`src/rtl/clock_period_meter.sv`:
```
// clock_period_meter: measures period and high time of an asynchronous slow signal in clk_in cycles.
// Optional GLITCH_FILTER_EN inserts a 3-tap majority filter between the synchroniser and edge detect.
module clock_period_meter #(
   parameter int CNT_W          = 16,
   parameter int SYNC_STAGES    = 2,
   parameter int TIMEOUT_CYCLES = 1024
) (
   input  logic             clk_in,
   input  logic             reset,
   input  logic             sig_in,
   output logic [CNT_W-1:0] period,
   output logic [CNT_W-1:0] high_time,
   output logic             meas_valid,
   output logic             locked,
   output logic             overflow,
   output logic             timeout
);
   localparam logic [CNT_W-1:0] CNT_MAX = '1;
   localparam logic [CNT_W-1:0] CNT_ONE = CNT_W'(1);
   localparam logic [CNT_W-1:0] TO_LAST = CNT_W'(TIMEOUT_CYCLES - 1);

   localparam logic [1:0] ST_IDLE   = 2'd0;
   localparam logic [1:0] ST_ARMED  = 2'd1;
   localparam logic [1:0] ST_LOCKED = 2'd2;

   logic [SYNC_STAGES-1:0] sync_q;
   logic                   sync_out;
   logic                   s;
   logic                   s_prev_q;
   logic                   rise;

   logic [1:0]       state_q, state_d;
   logic [CNT_W-1:0] cnt_q, cnt_d;
   logic [CNT_W-1:0] hi_q, hi_d;
   logic [CNT_W-1:0] period_q, period_d;
   logic [CNT_W-1:0] high_q, high_d;
   logic             mv_q, mv_d;
   logic             over_q, over_d;
   logic             to_q, to_d;

   always_ff @(posedge clk_in or posedge reset) begin
      if (reset) sync_q <= '0;
      else       sync_q <= {sync_q[SYNC_STAGES-2:0], sig_in};
   end

   assign sync_out = sync_q[SYNC_STAGES-1];

`ifdef GLITCH_FILTER_EN
   // Registered majority of the current and two previous synced samples.
   logic [1:0] tap_q;
   logic       filt_q;

   always_ff @(posedge clk_in or posedge reset) begin
      if (reset) begin
         tap_q  <= '0;
         filt_q <= 1'b0;
      end else begin
         tap_q  <= {tap_q[0], sync_out};
         filt_q <= (sync_out & tap_q[0]) | (sync_out & tap_q[1]) | (tap_q[0] & tap_q[1]);
      end
   end

   assign s = filt_q;
`else
   assign s = sync_out;
`endif

   assign rise = s & ~s_prev_q;

   always_comb begin
      cnt_d = (cnt_q == CNT_MAX) ? cnt_q : cnt_q + CNT_ONE;
      hi_d  = (s && hi_q != CNT_MAX) ? hi_q + CNT_ONE : hi_q;
      if (rise) begin
         cnt_d = '0;
         hi_d  = CNT_ONE;
      end
   end

   always_comb begin
      state_d  = state_q;
      period_d = period_q;
      high_d   = high_q;
      over_d   = over_q;
      to_d     = to_q;
      mv_d     = 1'b0;
      case (state_q)
         ST_IDLE: begin
            if (rise) state_d = ST_ARMED;
         end
         ST_ARMED, ST_LOCKED: begin
            // A rise on the timeout cycle takes priority over declaring loss.
            if (rise) begin
               state_d  = ST_LOCKED;
               period_d = (cnt_q == CNT_MAX) ? CNT_MAX : cnt_q + CNT_ONE;
               high_d   = hi_q;
               over_d   = (cnt_q == CNT_MAX);
               to_d     = 1'b0;
               mv_d     = 1'b1;
            end else if (cnt_q == TO_LAST) begin
               state_d = ST_IDLE;
               to_d    = 1'b1;
            end
         end
         default: state_d = ST_IDLE;
      endcase
   end

   always_ff @(posedge clk_in or posedge reset) begin
      if (reset) begin
         s_prev_q <= 1'b0;
         state_q  <= ST_IDLE;
         cnt_q    <= '0;
         hi_q     <= '0;
         period_q <= '0;
         high_q   <= '0;
         mv_q     <= 1'b0;
         over_q   <= 1'b0;
         to_q     <= 1'b0;
      end else begin
         s_prev_q <= s;
         state_q  <= state_d;
         cnt_q    <= cnt_d;
         hi_q     <= hi_d;
         period_q <= period_d;
         high_q   <= high_d;
         mv_q     <= mv_d;
         over_q   <= over_d;
         to_q     <= to_d;
      end
   end

   assign period     = period_q;
   assign high_time  = high_q;
   assign meas_valid = mv_q;
   assign locked     = (state_q == ST_LOCKED);
   assign overflow   = over_q;
   assign timeout    = to_q;

endmodule
```
`config.mk`:
```
export PLATFORM = sky130hd
export DESIGN_NAME = clock_period_meter
export DESIGN_NICKNAME = d
export VERILOG_FILES = /design/src/rtl/clock_period_meter.sv
export SDC_FILE = /design/constraint.sdc
export NUM_CORES = 1
export LEC_CHECK = 0
export BUFFER_PORTS_ARGS = -buffer_cell sky130_fd_sc_hd__buf_2
export CORE_ASPECT_RATIO = 1.75
export CORE_UTILIZATION = 60
export CTS_BUF_LIST = sky130_fd_sc_hd__clkbuf_16
export DETAILED_ROUTE_END_ITERATION = 8
export PLACE_DENSITY = 0.8
export SLEW_MARGIN = 5
export SYNTH_ARGS = -nofsm -noshare
export SYNTH_HDL_FRONTEND = slang
export SYNTH_SLANG_ARGS = --single-unit
```
`constraint.sdc`:
```
create_clock -name clk_in -period 8.05 [get_ports clk_in]
set_input_delay 2.415 -clock clk_in [delete_from_list [all_inputs] [get_ports clk_in]]
set_output_delay 2.415 -clock clk_in [all_outputs]
set_load 0.005 [all_outputs]
```
==> out/results.tsv, run 1 <==
stage	metric	value	unit
run_status	status	finished, violations left	
run_status	failing checks	DRC	
sta	final hold vios	0	
sta	crit share post-route	43.4	%
floorplanning	IO Count	39	
floorplanning	row cnt	35	
critical_path	slowest CP cell	dfrtp_1	
route	wire length per cell	15.3	µm
critical_path	Setup Crit Path Kind	reg -> out	
grt	vias in the first global route	2378	
synth	Synth Warn #	0	
clock_network	CTS Hold Bufs	0	
placement	GPL Wtd Cong	0.915	
clock_network	CTS Buffer Depth	2	
route	Pre-antenna DRT Iters	6	
sta	Final Critical Period	3.50	ns
placement	Port Buffers	38	
sta	Fmax achieved	286	MHz
synth	Synth Area in Compound Gates	13.9	%
route	Antenna Nets Post-Route	0	
synth	sequential fraction of the synthesis area	55.6	%
synth	xor and xnor area share after synthesis	2.70	%
clock_network	CTS sink count	72	
floorplanning	DIE WIDTH	57.6	µm
sta	unrepaired setup endpoints after global routing	false	
sta	Slew HR	41.8	%
floorplanning	die height	99.3	µm
synth	top cells by count, synth	dfrtp_1, nand2_1, nor2_1	
grt	grt met3 use	5.72	%
critical_path	CP cell instances	inv_1 > ha_1 > buf_2	
critical_path	delay-heaviest family, CP	flip-flops	
critical_path	WP data arrival	1.08	ns
grt	first-pass GRT wire length	10800	µm
clock_network	post-CTS setup buffers	0	
synth	cell taking the most area after synthesis	dfrtp_1	
grt	met2 Usage GRT	43.9	%
synth	fraction of registers with async set or reset after synthesis	100	%
route	DRC violations left	2	
critical_path	CP max stage delay	0.36	ns
sta	# setup viols final	0	
floorplanning	area of the die	5710	µm²
synth	simple-gate share of the synthesized area	21.6	%
critical_path	CP Buf/Inv Count	2	
grt	met1 usage	28.2	%
cells_and_area	nets@finish	385	
min_path	HP Class	reg -> reg	
synth	Main synth FF type	dfrtp_1	
route	total number of vias	2535	
synth	mapped cell area	3240	µm²
clock_network	worst skew pair latency	0.34	ns
route	routed wire length	6670	µm
synth	EDFF count, synth	0	
sta	setup_tns	0	ns
sta	clock skew	0.00574	ns
synth	Synth Register Bits	72	
placement	Detailed Place HPWL	4540	µm
cells_and_area	Fill cells	396	
pwr	Max VDD drop	185	µV
route	drt initial violations	112	
synth	Adder-Cell Fraction of Synth Area	2.31	%
grt	global-route usage over all layers	25.2	%
synth	Avg Cell Area, Syn	9.60	µm²
cells_and_area	diode count	0	
pwr	leakage power	1.86	nW
critical_path	crit path max fanout	3	
critical_path	crit end category	output pin	
grt	initial antenna violation count	0	
floorplanning	Starting Density	62.2	%
cells_and_area	share of layout cells above drive strength 1	18.1	%
synth	mux cell area share after synthesis	0.965	%
pwr	PwrDens	273	nW/µm²
synth	largest family of logic cells by synthesized area	simple AND/OR/NAND/NOR gates	
clock_network	Clk Tree Root Cell	clkbuf_16	
placement	placed inst area	3460	µm²
clock_network	cts bufs inserted	9	
synth	Yosys top cell area share	55.6	%
clock_network	CTS tree	done	
job	MaxCap Viol Count	0	
critical_path	Req. time, crit path	5.64	ns
clock_network	post-CTS sizing	0	
clock_network	H-tree depth	3	
grt	GRT busiest layer	met2	
sta	max-slew violations	0	
grt	largest net degree at the start of global routing	73	
sta	Worst-Margin Slew	0.872	ns
clock_network	Worst-path clk slew	0.06	ns
cells_and_area	Syn-to-layout area delta	16.7	%
synth	Syn Inst Count	338	
grt	total gr overflow	0	
synth	Syn Nets	347	
cells_and_area	Final Instance Area	3780	µm²
floorplanning	core area	5210	µm²
route	vias per cell	5.81	
synth	post-synth cell types	45	
critical_path	startpoint class of the critical path	flip-flop	
synth	synth top area cells	dfrtp_1, nand2_1, nor2_1, a21oi_1, o21ai_1	
==> final cells by class <==
class / instances / area [µm²] / share of cell area, %
Clock buffer: 9 / 225 / 5.95
Clock inverter: 7 / 95.1 / 2.51
Inverter: 9 / 33.8 / 0.893
Multi-Input combinational cell: 243 / 1350 / 35.6
Sequential cell: 72 / 1800 / 47.6
Tap cell: 55 / 68.8 / 1.82
Timing Repair Buffer: 41 / 213 / 5.62
==> placed cells by master (no fill, tap or decap), types with 2 or more instances in the layout <==
master	count
a21bo_2	2
a21oi_1	20
a31o_2	2
a31oi_1	10
and3_1	6
buf_2	38
buf_4	3
bufinv_16	2
clkbuf_16	9
clkinvlp_4	3
dfrtp_1	72
ha_1	6
inv_1	8
mux2i_1	2
nand2_1	72
nand2b_1	5
nand3_1	13
nand4_1	3
nor2_1	38
nor4_1	3
o21a_1	2
o21ai_0	9
o21ai_1	16
or2_1	2
or3_1	3
xnor2_1	5
xor2_1	5
==> routing by layer <==
layer	vias to the layer above	share of wire (%)
met3	20	2.8
li1	1229	-
met4	0	3.1
met2	55	54
met1	1231	40
met5	-	0
==> through the flow <==
| stage | hold slack (ns) | setup WS, ns | util (%) | cells | power [mW] |
|---|---|---|---|---|---|
| floorplan | 0.331 | 3.81 | - | 338 | 0.556 |
| global placement | 0.333 | 4.76 | 66.5 | 420 | 0.610 |
| detailed placement | 0.343 | 4.73 | 66.5 | 420 | 0.618 |
| CTS | 0.362 | 4.54 | 72.6 | 436 | 1.04 |
| global route | 0.362 | 4.48 | 72.6 | 436 | 1.08 |
| finish | 0.357 | 4.55 | 72.6 | 436 | 1.03 |
==> logic make-up after synthesis <==
| group | after synthesis |
|---|---|
| compound gates | 70 |
| xor+xnor | 10 |
| fa+ha+maj | 6 |
| buf+inv | 23 |
| flops | 72 |
| mux | 3 |
| simple gates | 154 |
==> final timing paths <==
check,start,endpoint,slack (ns),cells past startpoint
setup / recovery,state_q[0]$_DFFE_PP0P_,locked,4.55,3
setup reg to reg,cnt_q[0]$_DFFE_PP0P_,period[8]$_DFFE_PP0N_,5.94,6
min in group asynchronous,reset,meas_valid$_DFF_PP0_,2.34,3
hold / removal,sync_q[0]$_DFF_PP0_,sync_q[1]$_DFF_PP0_,0.36,0
hold reg to reg,sync_q[0]$_DFF_PP0_,sync_q[1]$_DFF_PP0_,0.36,0
max in group asynchronous,reset,hi_q[10]$_DFFE_PP0P_,5.15,3
==> worst register-to-register path: cells and delay by family (launching register included) <==
| family | cells | cell delay [ns] |
|---|---|---|
| AO/OA/AOI/OAI | 1 | 0.17 |
| adder cells (fa/ha/maj) | 1 | 0.22 |
| flip-flops | 1 | 0.44 |
| AND/OR/NAND/NOR | 4 | 1.19 |
==> power breakdown <==
part           total, mW  switching, mW  leakage, nW  internal [mW]
Clock              0.423          0.152        0.146          0.271
Combinational      0.162         0.0962        0.743         0.0657
Sequential         0.448         0.0382        0.968          0.410
Total               1.03          0.287         1.86          0.746
==> sequential cells by signal, indices dropped and copies added, names as in the netlist <==
name        flops
high_time      16
state_q         2
hi_q           16
meas_valid      1
timeout         1
sync_q          2
cnt_q          16
period         16
overflow        1
s_prev_q        1
No activity file was read; power rests on OpenSTA's default activity.
==> inputs of run 2 (changes only) <==
CORE_UTILIZATION = 52   (was 60)
PLACE_DENSITY = 0.73   (was 0.8)
clock period = 3 ns   (was 8.05 ns; I/O delays follow)
==> run 2 against run 1 <==
The flow now finishes without violations; critical path depth rose by 3; clock skew decreased by 0.0014 ns; worst setup slack worse by 3.6 ns; flip-flop and latch count did not move; worst hold slack better by 0.038 ns; design area is essentially flat; sequential share of layout area about the same; die area rose by 15%; core utilization down 8.7 points; count of clock-buffer cells in the layout did not move; register-to-register slack got worse by 5.0 ns; largest power group unchanged.
==> out/results.tsv, run 2 (synthesis gave the netlist of run 1 again) <==
stage	metric	value	unit
run_status	status	finished clean	
pwr	Max VDD drop	506	µV
route	Antenna Nets Post-Route	0	
min_path	HP Class	reg -> reg	
sta	crit share post-route	69.1	%
floorplanning	Starting Density	54.7	%
sta	Fmax achieved	482	MHz
sta	Worst Slack Setup Final	0.927	ns
grt	largest net degree at the start of global routing	47	
critical_path	CP cell instances	ha_1 > nand3_1 > nor3_2 > and2_1 > nor2_1 > a21oi_1	
route	vias per cell	5.54	
sta	max-slew violations	0	
critical_path	slowest CP cell	and2_1	
route	DRC violations left	0	
route	drt initial violations	144	
route	routed wire length	6980	µm
critical_path	Setup Crit Path Kind	reg -> reg	
clock_network	CTS Hold Bufs	0	
critical_path	delay-heaviest family, CP	simple AND/OR/NAND/NOR gates	
clock_network	CTS tree	done	
placement	Detailed Place HPWL	4880	µm
critical_path	crit path max fanout	10	
floorplanning	row cnt	37	
critical_path	CP max stage delay	0.46	ns
route	total number of vias	2552	
floorplanning	IO Count	39	
floorplanning	die height	106	µm
critical_path	CP Buf/Inv Count	0	
pwr	PwrDens	699	nW/µm²
sta	setup_tns	0	ns
sta	# setup viols final	0	
grt	total gr overflow	0	
critical_path	crit end category	flip-flop	
sta	final hold vios	0	
critical_path	startpoint class of the critical path	flip-flop	
placement	Port Buffers	38	
floorplanning	area of the die	6570	µm²
sta	clock skew	0.00430	ns
pwr	leakage power	1.87	nW
cells_and_area	Syn-to-layout area delta	16.8	%
cells_and_area	Fill cells	521	
sta	Final Critical Period	2.07	ns
critical_path	WP data arrival	2.33	ns
critical_path	Req. time, crit path	3.25	ns
grt	vias in the first global route	2505	
cells_and_area	most frequent cells in the layout	nand2_1, dfrtp_1, nor2_1, buf_2, a21oi_1	
grt	global-route usage over all layers	24.9	%
cells_and_area	share of layout cells above drive strength 1	17.8	%
clock_network	CTS Buffer Depth	2	
sta	Slew HR	54.0	%
sta	unrepaired setup endpoints after global routing	false	
clock_network	Worst-path clk slew	0.05	ns
grt	initial antenna violation count	0	
clock_network	CTS sink count	72	
route	wire length per cell	15.1	µm
cells_and_area	diode count	0	
clock_network	cts bufs inserted	9	
placement	GPL Wtd Cong	0.832	
floorplanning	core area	5930	µm²
job	MaxCap Viol Count	0	
sta	Worst-Margin Slew	0.689	ns
clock_network	Clk Tree Root Cell	clkbuf_16	
grt	first-pass GRT wire length	11700	µm
route	Pre-antenna DRT Iters	4	
cells_and_area	nets@finish	387	
clock_network	H-tree depth	3	
placement	dpl ws	0.964	ns
clock_network	post-CTS sizing	0	
floorplanning	DIE WIDTH	61.7	µm
clock_network	worst skew pair latency	0.33	ns
clock_network	post-CTS setup buffers	0	
-- run 2: changes by cell type in the layout (fill, tap and decap cells not counted) --
cell and change:
bufinv_16 -1, inv_1 +2, clkinvlp_4 -3, buf_4 +2, inv_6 -1, clkinv_2 +2
clkinv_1 +1
-- run 2: metal layers --
metal	track usage, %	up-vias	wire [µm]
met5	0	-	0
met4	12.1	0	132
met3	6.33	10	220
met2	42.0	53	3940
met1	27.9	1254	2690
li1	-	1235	-
-- run 2: worst paths after layout --
path / endpoint / startpoint / cells past startpoint / slack [ns]
max: period[8]$_DFFE_PP0N_ / cnt_q[0]$_DFFE_PP0P_ / 6 / 0.93
min: sync_q[1]$_DFF_PP0_ / sync_q[0]$_DFF_PP0_ / 0 / 0.40
max reg2reg: period[8]$_DFFE_PP0N_ / cnt_q[0]$_DFFE_PP0P_ / 6 / 0.93
min reg2reg: sync_q[1]$_DFF_PP0_ / sync_q[0]$_DFF_PP0_ / 0 / 0.40
max in group asynchronous: hi_q[15]$_DFFE_PP0P_ / reset / 3 / 1.66
min in group asynchronous: period[2]$_DFFE_PP0N_ / reset / 2 / 0.62
-- run 2: through the flow --
| stage | instances | cell area (µm²) | power (mW) | util, % | hold slack (ns) |
|---|---|---|---|---|---|
| after floorplan | 338 | 3240 | 1.49 | - | 0.331 |
| after global placement | 445 | 3510 | 1.64 | 59.2 | 0.389 |
| after detailed placement | 445 | 3510 | 1.66 | 59.2 | 0.387 |
| after CTS | 461 | 3790 | 2.68 | 63.9 | 0.394 |
| after global routing | 461 | 3790 | 2.79 | 63.9 | 0.389 |
| final | 461 | 3790 | 2.65 | 63.9 | 0.395 |
-- run 2: final cells by class --
class                   count  area (µm²)  area share (%)
clock buffers               9         225            5.95
multi-input cells         243        1350            35.5
well taps                  78        97.6            2.58
clock inverters             7        55.1            1.45
inverters                   9        33.8           0.892
flip-flops and latches     72        1800            47.6
repair buffers             43         228            6.01
-- run 2: power by group --
group          switching (mW)  internal [mW]  total (mW)  leakage [nW]
clock                   0.373          0.628        1.00         0.147
combinational           0.257          0.177       0.435         0.753
sequential              0.113           1.10        1.21         0.968
